`config.mk`:
```
export PLATFORM = sky130hd
export DESIGN_NAME = cmd_write
export DESIGN_NICKNAME = d
export VERILOG_FILES = /design/src/rtl/sd_pkg.sv /design/src/rtl/crc7_gen.sv /design/src/rtl/cmd_write.sv
export SDC_FILE = /design/constraint.sdc
export NUM_CORES = 1
export LEC_CHECK = 0
export ABC_AREA = 1
export BUFFER_PORTS_ARGS = -buffer_cell sky130_fd_sc_hd__buf_2
export CORE_MARGIN = 2
export CORE_UTILIZATION = 30
export DETAILED_ROUTE_END_ITERATION = 16
export SLEW_MARGIN = 25
export SYNTH_ARGS = -nofsm -noshare
export SYNTH_HDL_FRONTEND = slang
export SYNTH_SLANG_ARGS = --single-unit
```
`constraint.sdc`:
```
create_clock -name sd_clk_i -period 2.1 [get_ports sd_clk_i]
set_input_delay 0.42 -clock sd_clk_i [delete_from_list [all_inputs] [get_ports sd_clk_i]]
set_output_delay 0.42 -clock sd_clk_i [all_outputs]
set_load 0.02 [all_outputs]
```
`src/rtl/sd_pkg.sv`:
```
// Shared SD host definitions: command framing constants, CRC7 step,
// response types and the command transmitter state encoding.
package sd_pkg;

  localparam int unsigned CMD_FRAME_LEN = 48;
  localparam int unsigned CMD_HEAD_LEN  = 40;
  localparam logic [6:0]  CRC7_POLY     = 7'h09;

  typedef enum logic [1:0] {
    RSP_NONE  = 2'd0,
    RSP_SHORT = 2'd1,
    RSP_LONG  = 2'd2
  } rsp_type_e;

  typedef enum logic [1:0] {
    ST_IDLE,
    ST_SHIFT_OUT,
    ST_GAP,
    ST_LISTEN
  } cmd_tx_state_e;

  function automatic logic [6:0] crc7_step(input logic [6:0] crc, input logic b);
    logic fb;
    fb = b ^ crc[6];
    return {crc[5:0], 1'b0} ^ (fb ? CRC7_POLY : 7'h00);
  endfunction

  // The reserved encoding 3 behaves as "no response expected".
  function automatic rsp_type_e rsp_type_decode(input logic [1:0] raw);
    case (raw)
      2'd1:    return RSP_SHORT;
      2'd2:    return RSP_LONG;
      default: return RSP_NONE;
    endcase
  endfunction

endpackage

```
`src/rtl/crc7_gen.sv`:
```
// Serial CRC7 accumulator; in shift_out mode it acts as a plain shift
// register so the finished CRC can be streamed MSB first from crc_o[6].
module crc7_gen
  import sd_pkg::*;
(
  input  logic       sd_clk_i,
  input  logic       rst_i,
  input  logic       clear_i,
  input  logic       enable_i,
  input  logic       shift_out_i,
  input  logic       bit_i,
  output logic [6:0] crc_o
);

  always_ff @(posedge sd_clk_i or posedge rst_i) begin
    if (rst_i) begin
      crc_o <= '0;
    end else if (clear_i) begin
      crc_o <= '0;
    end else if (shift_out_i) begin
      crc_o <= {crc_o[5:0], 1'b0};
    end else if (enable_i) begin
      crc_o <= crc7_step(crc_o, bit_i);
    end
  end

endmodule

```
`src/rtl/cmd_write.sv`:
```
// SD host command transmitter: serialises a 48-bit command token on CMD
// and signals the downstream response receiver when to start listening.
module cmd_write
  import sd_pkg::*;
(
  input  logic        sd_clk_i,
  input  logic        rst_i,
  input  logic        start_i,
  input  logic [5:0]  cmd_index_i,
  input  logic [31:0] cmd_arg_i,
  input  logic [1:0]  rsp_type_i,
  output logic        cmd_o,
  output logic        cmd_en_o,
  output logic        busy_o,
  output logic        done_o,
  output logic        start_listening_o,
  output logic        long_rsp_o
);

  localparam logic [5:0] HEAD_LAST     = 6'(CMD_HEAD_LEN - 1);
  localparam logic [5:0] CRC_LAST_LOAD = 6'(CMD_FRAME_LEN - 3);
  localparam logic [5:0] LAST_BIT      = 6'(CMD_FRAME_LEN - 1);

  cmd_tx_state_e state, state_nxt;
  rsp_type_e     rsp_type, rsp_type_nxt;
  logic [5:0]    cnt, cnt_nxt;
  logic [39:0]   head, head_nxt;
  logic          cmd_nxt, cmd_en_nxt, busy_nxt, done_nxt, listen_nxt, long_nxt;
  logic          crc_clear, crc_enable, crc_shift, crc_bit;
  logic [6:0]    crc;

  crc7_gen u_crc7 (
    .sd_clk_i    (sd_clk_i),
    .rst_i       (rst_i),
    .clear_i     (crc_clear),
    .enable_i    (crc_enable),
    .shift_out_i (crc_shift),
    .bit_i       (crc_bit),
    .crc_o       (crc)
  );

  // cmd_o is registered, so each edge loads the *next* bit: head[39] is the
  // bit on the line, head[38] the one about to go out and into the CRC.
  // The start bit is 0, so clearing the CRC on acceptance already accounts
  // for it and the CRC is complete when bit 40 has to be loaded.
  always_comb begin
    state_nxt    = state;
    rsp_type_nxt = rsp_type;
    cnt_nxt      = cnt;
    head_nxt     = head;
    cmd_nxt      = 1'b1;
    cmd_en_nxt   = 1'b0;
    busy_nxt     = 1'b0;
    done_nxt     = 1'b0;
    listen_nxt   = 1'b0;
    long_nxt     = long_rsp_o;
    crc_clear    = 1'b0;
    crc_enable   = 1'b0;
    crc_shift    = 1'b0;
    crc_bit      = head[38];

    case (state)
      ST_IDLE: begin
        if (start_i) begin
          head_nxt     = {2'b01, cmd_index_i, cmd_arg_i};
          rsp_type_nxt = rsp_type_decode(rsp_type_i);
          long_nxt     = (rsp_type_nxt == RSP_LONG);
          cnt_nxt      = '0;
          crc_clear    = 1'b1;
          cmd_nxt      = head_nxt[39];
          cmd_en_nxt   = 1'b1;
          busy_nxt     = 1'b1;
          state_nxt    = ST_SHIFT_OUT;
        end
      end

      ST_SHIFT_OUT: begin
        busy_nxt = 1'b1;
        if (cnt == LAST_BIT) begin
          cnt_nxt   = '0;
          done_nxt  = 1'b1;
          state_nxt = ST_GAP;
        end else begin
          cnt_nxt    = cnt + 6'd1;
          cmd_en_nxt = 1'b1;
          head_nxt   = {head[38:0], 1'b0};
          if (cnt < HEAD_LAST) begin
            cmd_nxt    = head[38];
            crc_enable = 1'b1;
          end else if (cnt <= CRC_LAST_LOAD) begin
            cmd_nxt   = crc[6];
            crc_shift = 1'b1;
          end else begin
            cmd_nxt = 1'b1;
          end
        end
      end

      ST_GAP: begin
        busy_nxt   = 1'b1;
        listen_nxt = (rsp_type != RSP_NONE);
        state_nxt  = ST_LISTEN;
      end

      ST_LISTEN: begin
        state_nxt = ST_IDLE;
      end

      default: begin
        state_nxt    = ST_IDLE;
        cnt_nxt      = '0;
        rsp_type_nxt = RSP_NONE;
        long_nxt     = 1'b0;
      end
    endcase
  end

  always_ff @(posedge sd_clk_i or posedge rst_i) begin
    if (rst_i) begin
      state             <= ST_IDLE;
      rsp_type          <= RSP_NONE;
      cnt               <= '0;
      head              <= '0;
      cmd_o             <= 1'b1;
      cmd_en_o          <= 1'b0;
      busy_o            <= 1'b0;
      done_o            <= 1'b0;
      start_listening_o <= 1'b0;
      long_rsp_o        <= 1'b0;
    end else begin
      state             <= state_nxt;
      rsp_type          <= rsp_type_nxt;
      cnt               <= cnt_nxt;
      head              <= head_nxt;
      cmd_o             <= cmd_nxt;
      cmd_en_o          <= cmd_en_nxt;
      busy_o            <= busy_nxt;
      done_o            <= done_nxt;
      start_listening_o <= listen_nxt;
      long_rsp_o        <= long_nxt;
    end
  end

endmodule

```
### Word-level counts from Yosys, hierarchy flattened

Cells that the tools add are included.

* input bits: 43
* output and inout bits: 6
* logic and storage cells: 71
* register bits: 62

* add/sub/neg operators: 1
* multiplexer cells: 36
* reduce and logical (&&, ||, !) cells: 9
* bitwise operators: 2
* eq/ne operators: 10
* $lt $le $gt $ge: 2

Operator list (number)
* $mux 39: 2
* $pmux 39 s2: 1
* $mux 7: 3
* $mux 1: 17
* $mux 6: 2
* $pmux 6 s2: 1
* $eq 2x2->1 const B: 4
* $mux 2: 4
* $pmux 2 s4: 1
* $xor 7x7->7: 1
* $add 6x1->6 const B: 1
* $eq 6x6->1 const B: 1
* $le 6x6->1 const B: 1
* $lt 6x6->1 const B: 1
* $ne 2x2->1 const B: 3
* $pmux 1 s2: 3
* $reduce_and 2->1: 3
* $eq 2x1->1 const B: 2
* $mux 4: 1
* $pmux 2 s2: 1
* $reduce_bool 2->1: 2
* $reduce_and 3->1: 1
* $reduce_bool 3->1: 1
* $logic_not 2->1: 1
* other kinds (2): 2

### Logic depth before layout (Yosys ltp)

* word-level depth: 7
* mapped depth: 12
* gate-level depth less buffers: 11

### Cells and area by module

Synthesis repeated with hierarchy kept, for this count alone.

* cell total of the unflattened synthesis: 319
* area, all modules: 3042.9 um^2

Modules (own cells, without submodules)
* cmd_write: area an instance 2718.9 um^2, times used 1, cells each 283, seq. area each 1352.5 um^2
* crc7_gen: area an instance 324.1 um^2, times used 1, cells each 36, seq. area each 175.2 um^2

### Worst setup path after synthesis

Ideal clock, no wire load.

* path kind: register to register
* start point: register state[1]
* end point: register head[1]
* clock period less this slack: 1.639 ns
* data arrival time: 1.509 ns
* library setup time: 0.130 ns
* cell stages (with the launch flop): 11
* path slack: 0.461 ns
* buffers on the path: 3
* required time: 1.970 ns
* path through: dfrtp_1 inv_1 ha_1 buf_4 inv_2 o21ai_4 nand2_4 inv_2 buf_6 buf_2 a31oi_1

* longest elaborated chain between the ends: 3
* elaborated cells on any way between the ends: 7
* classes of those cells: eq/ne: 3; mux: 1; reduce/logical: 3

RTL lines
* from (decl): line cmd_write.sv:24 `cmd_tx_state_e state, state_nxt;`
* from (signal assigned): line cmd_write.sv:131 `state <= state_nxt;`
* $eq 2x1->1 / $logic_not 2->1 (equally long branches): line cmd_write.sv:62 `case (state)`
* $ne 2x2->1 (no source line) / $reduce_bool 2->1 (equally long branches)
* $reduce_and 3->1 (no source line)
* to (signal assigned): line cmd_write.sv:134 `head <= head_nxt;`
* to (decl): line cmd_write.sv:27 `logic [39:0] head, head_nxt;`

Several ways; a longest one is shown, not always the timed one.
A chain may end at the register's enable or synchronous reset.

### Worst setup path after layout

* start point: register state[0]
* end point: register head[37]

The elaborated chain is that of the path after synthesis.

==> summary.md <==
| Metric | Value |
|---|---|
| Final Slew Violations | 0 |
| Antenna diodes | 0 |
| Depth of the most critical reg-to-reg path | 9 |
| Power share of the combinational group | 0.432 |
| FFs w/ async S/R, synth | 1.000 |
| Worst skew pair latency | ~0.34 ns |
| Fraction of layout cells with a size suffix above 1 | 0.1985 |
| Critical R2R Launch | state[0] |
| Final Hold Fails | 0 |
| # IOs | ~50 |
| Cell Area, Synth | 2887 um^2 |
| Drt total wl | between 5 and 6 mm |
| Max-cap violations | 0 |
| Starting density of the core | 0.3109 |
| Post-DP HPWL | just over 4 mm |
| 1st-iter DRT viols | 80 |
| Flops & latches, synth | between 60 and 70 |
| Die X | around 100 um |
| Hold Crit Class | in -> async |
| Vias in the first global route | approximately 2300 |
| PD cells | 1492 nW/um^2 |
| Worst-Margin Slew | 0.4332 ns |
| Power, Total | between 5 and 6 mW |
| Reg2Reg Setup Slack | around 0.21 ns |
| Total CTS buffers | 9 |
| Clock network power share | 0.176 |
| CP required | between 2 and 2.5 ns |
| Register area share after synthesis | 0.5293 |
| Core area | roughly 9300 um^2 |
| PortBufs | 48 |
| Non-Filler Instances | 527 |
| Unrepaired setup endpoints after global routing | false |
| CP Launch Type | register |
| Status | finished, final reports clean |
| GR Util met2 | 0.1913 |
| Sink Count | just over 60 |
| Internal | between 2 and 3 mW |
| CTS tree | yes |
| First-pass GRT wire length | 10.02 mm |
| Reg clk slew, reported paths | roughly 0.070 ns |
| Post-synth EDFFs | 0 |
| Cts repair resizes | 0 |
| DR pass1 iterations | 6 |
| Post-CTS Setup Bufs | 0 |
| Placed cell count | 511 |
| Largest net degree at the start of global routing | 76 |
| Met1 usage | 0.1627 |
| Nets@finish | 444 |
| Post-route minimum period | 1.885 ns |
| GR Layer Usage met3 | 0.02941 |
| RePlAce Congestion | 0.7746 |
| Global-route layer with the greatest usage | met2 |
| Worst path arrival time | ~2.1 ns |
| DRC Markers | 0 |
| Synth Warn # | 0 |
| Fill cell count | roughly 1000 |
| Synth-to-layout area growth | 18.60% |
| Leakage | approximately 1.7 nW |
| Worst Path Buf+Inv | 3 |
| Total congestion overflow | 0 |
| Max Freq | ~530 MHz |
| Max incr delay on CP | 0.40 ns |
| CTS Buffer Depth | 2 |
| Reg-to-Reg End | head[37] |
| Peak supply drop | between 0.6 and 0.7 mV |
| Antenna Nets Post-Route | 0 |
| P_sw | about 2.2 mW |
| Family with the most delay on the worst path | buffers and inverters |
| Syn Nets | approximately 400 |
| Max-slew headroom | 0.7108 |
| Die Ht | ~100 um |
| Via total after detailed routing | 2326 |
| Clock skew | approximately 0.012 ns |
| Crit Path Category | reg -> reg |
| Slowest stage cell on the critical path | dfrtp_1 |
| Sw Share | 0.4226 |
| Setup crit end kind | register |
| Initial antenna violation count | 0 |
| Synth Instances | around 340 |
| Clk root buf | clkbuf_8 |
| CP Max Fanout | 75 |
| WL/cell | about 11 um |
| # setup viols final | 0 |
| Critical-path cell list | inv_1, ha_1, nand2_2, o21ai_4, nand2_4, inv_2, buf_12, nor2_1, a31oi_1 |
| Site Rows | 35 |
| Synth Area per Inst | roughly 8.4 um^2 |
| Post-synth top flop | dfrtp_1 |
| GRT Resource Usage Total | 0.1232 |
| Cts hold-fix bufs | 0 |
| Setup TNS | 0 ns |
| Seq pwr share | 0.392 |
| Synth unique cells | 28 |
| CTS H-tree lvls | 3 |
| Vias per inst | around 4.4 |
| Die area | between 10000 and 15000 um^2 |
| Crit path launch | state[0] |
| Tcrit/Tclk final | 0.8977 |
==> through the flow <==
| stage | utilization | hold slack, ns | setup WS, ns | area (um^2) |
|---|---|---|---|---|
| after floorplan | - | 0.4417 | 0.1686 | 2887 |
| final | 0.3687 | 0.07232 | 0.2149 | 3423 |
| after global placement | 0.3507 | 0.4509 | 0.3094 | 3256 |
| after CTS | 0.3687 | 0.08660 | 0.2152 | 3423 |
| after detailed placement | 0.3507 | 0.4598 | 0.2253 | 3256 |
| after global routing | 0.3687 | 0.1116 | 0.03355 | 3423 |
==> layer usage <==
layer,up-vias,wire length (um)
met4,0,122
met1,1050,2988
met2,53,2561
met3,12,255
met5,-,0
li1,1211,-
==> flip-flops by register name, summed over array words and instances, names as in the netlist <==
name,flops
head,39
u_crc7.crc_o,7
cnt,6
rsp_type,2
state,2
busy_o,1
cmd_en_o,1
cmd_o,1
done_o,1
start_listening_o,1
==> final cells by class <==
type | instances | area, um^2 | share of cell area
inverters | 21 | 78.83 | 0.02303
clock buffers | 10 | 127.6 | 0.03728
multi-input cells | 245 | 1182 | 0.3454
clock inverters | 6 | 40.04 | 0.01170
repair buffers | 55 | 305.3 | 0.08918
well taps | 129 | 161.4 | 0.04715
flip-flops and latches | 61 | 1528 | 0.4463
==> Yosys cell counts, types with 2 or more instances <==
library cell  instances  area (um^2)
a21oi_1               5        25.02
a31oi_1              37        231.5
buf_2                 6        30.03
buf_6                 3        33.78
clkbuf_1              6        22.52
dfrtp_1              60         1501
ha_1                  8        100.1
inv_1                19        71.32
inv_2                 2        7.510
nand2_1             112        420.4
nand3_1              12        60.06
nor2_1               48        180.2
o21ai_0               8        40.04
xor2_1                4        35.03
==> cells by family after synthesis <==
| group | share of synthesized area |
|---|---|
| buffers and inverters | 0.06112 |
| adders and majority gates | 0.03468 |
| xor gates and xnor gates | 0.01214 |
| DFF | 0.5293 |
| and+or+nand+nor | 0.2371 |
| AOI/OAI and AO/OA | 0.1257 |
==> worst max path at each step <==
stage	end	slack, ns	cells past startpoint
final	head[37]	0.21	9
after global routing	head[29]	0.03	9
after CTS	head[6]	0.22	9
after detailed placement	head[26]	0.23	9
after global placement	head[9]	0.31	9
after floorplan	busy_o	0.17	1
==> cells in the final DEF, fill, tap and decap left out, types with 2 or more instances in the layout <==
cell / count
a21oi_1: 5
inv_2: 3
buf_2: 48
inv_1: 18
o21ai_0: 8
clkinv_2: 2
ha_1: 8
nand2_1: 112
nor2_1: 48
dfrtp_1: 60
buf_4: 6
clkinvlp_4: 4
a31oi_1: 37
xor2_1: 4
nand3_1: 12
clkbuf_8: 9
==> power groups by stage <==
stage | logic, mW | clock network (mW) | registers [mW]
final | 2.21 | 0.900 | 2.00
after CTS | 2.25 | 0.925 | 2.01
after detailed placement | 2.24 | 0 | 2.02
after global placement | 2.18 | 0 | 2.01
after floorplan | 1.79 | 0 | 2.01
after global routing | 2.54 | 0.979 | 2.07
Note: power is estimated with default switching activity, not from simulation.
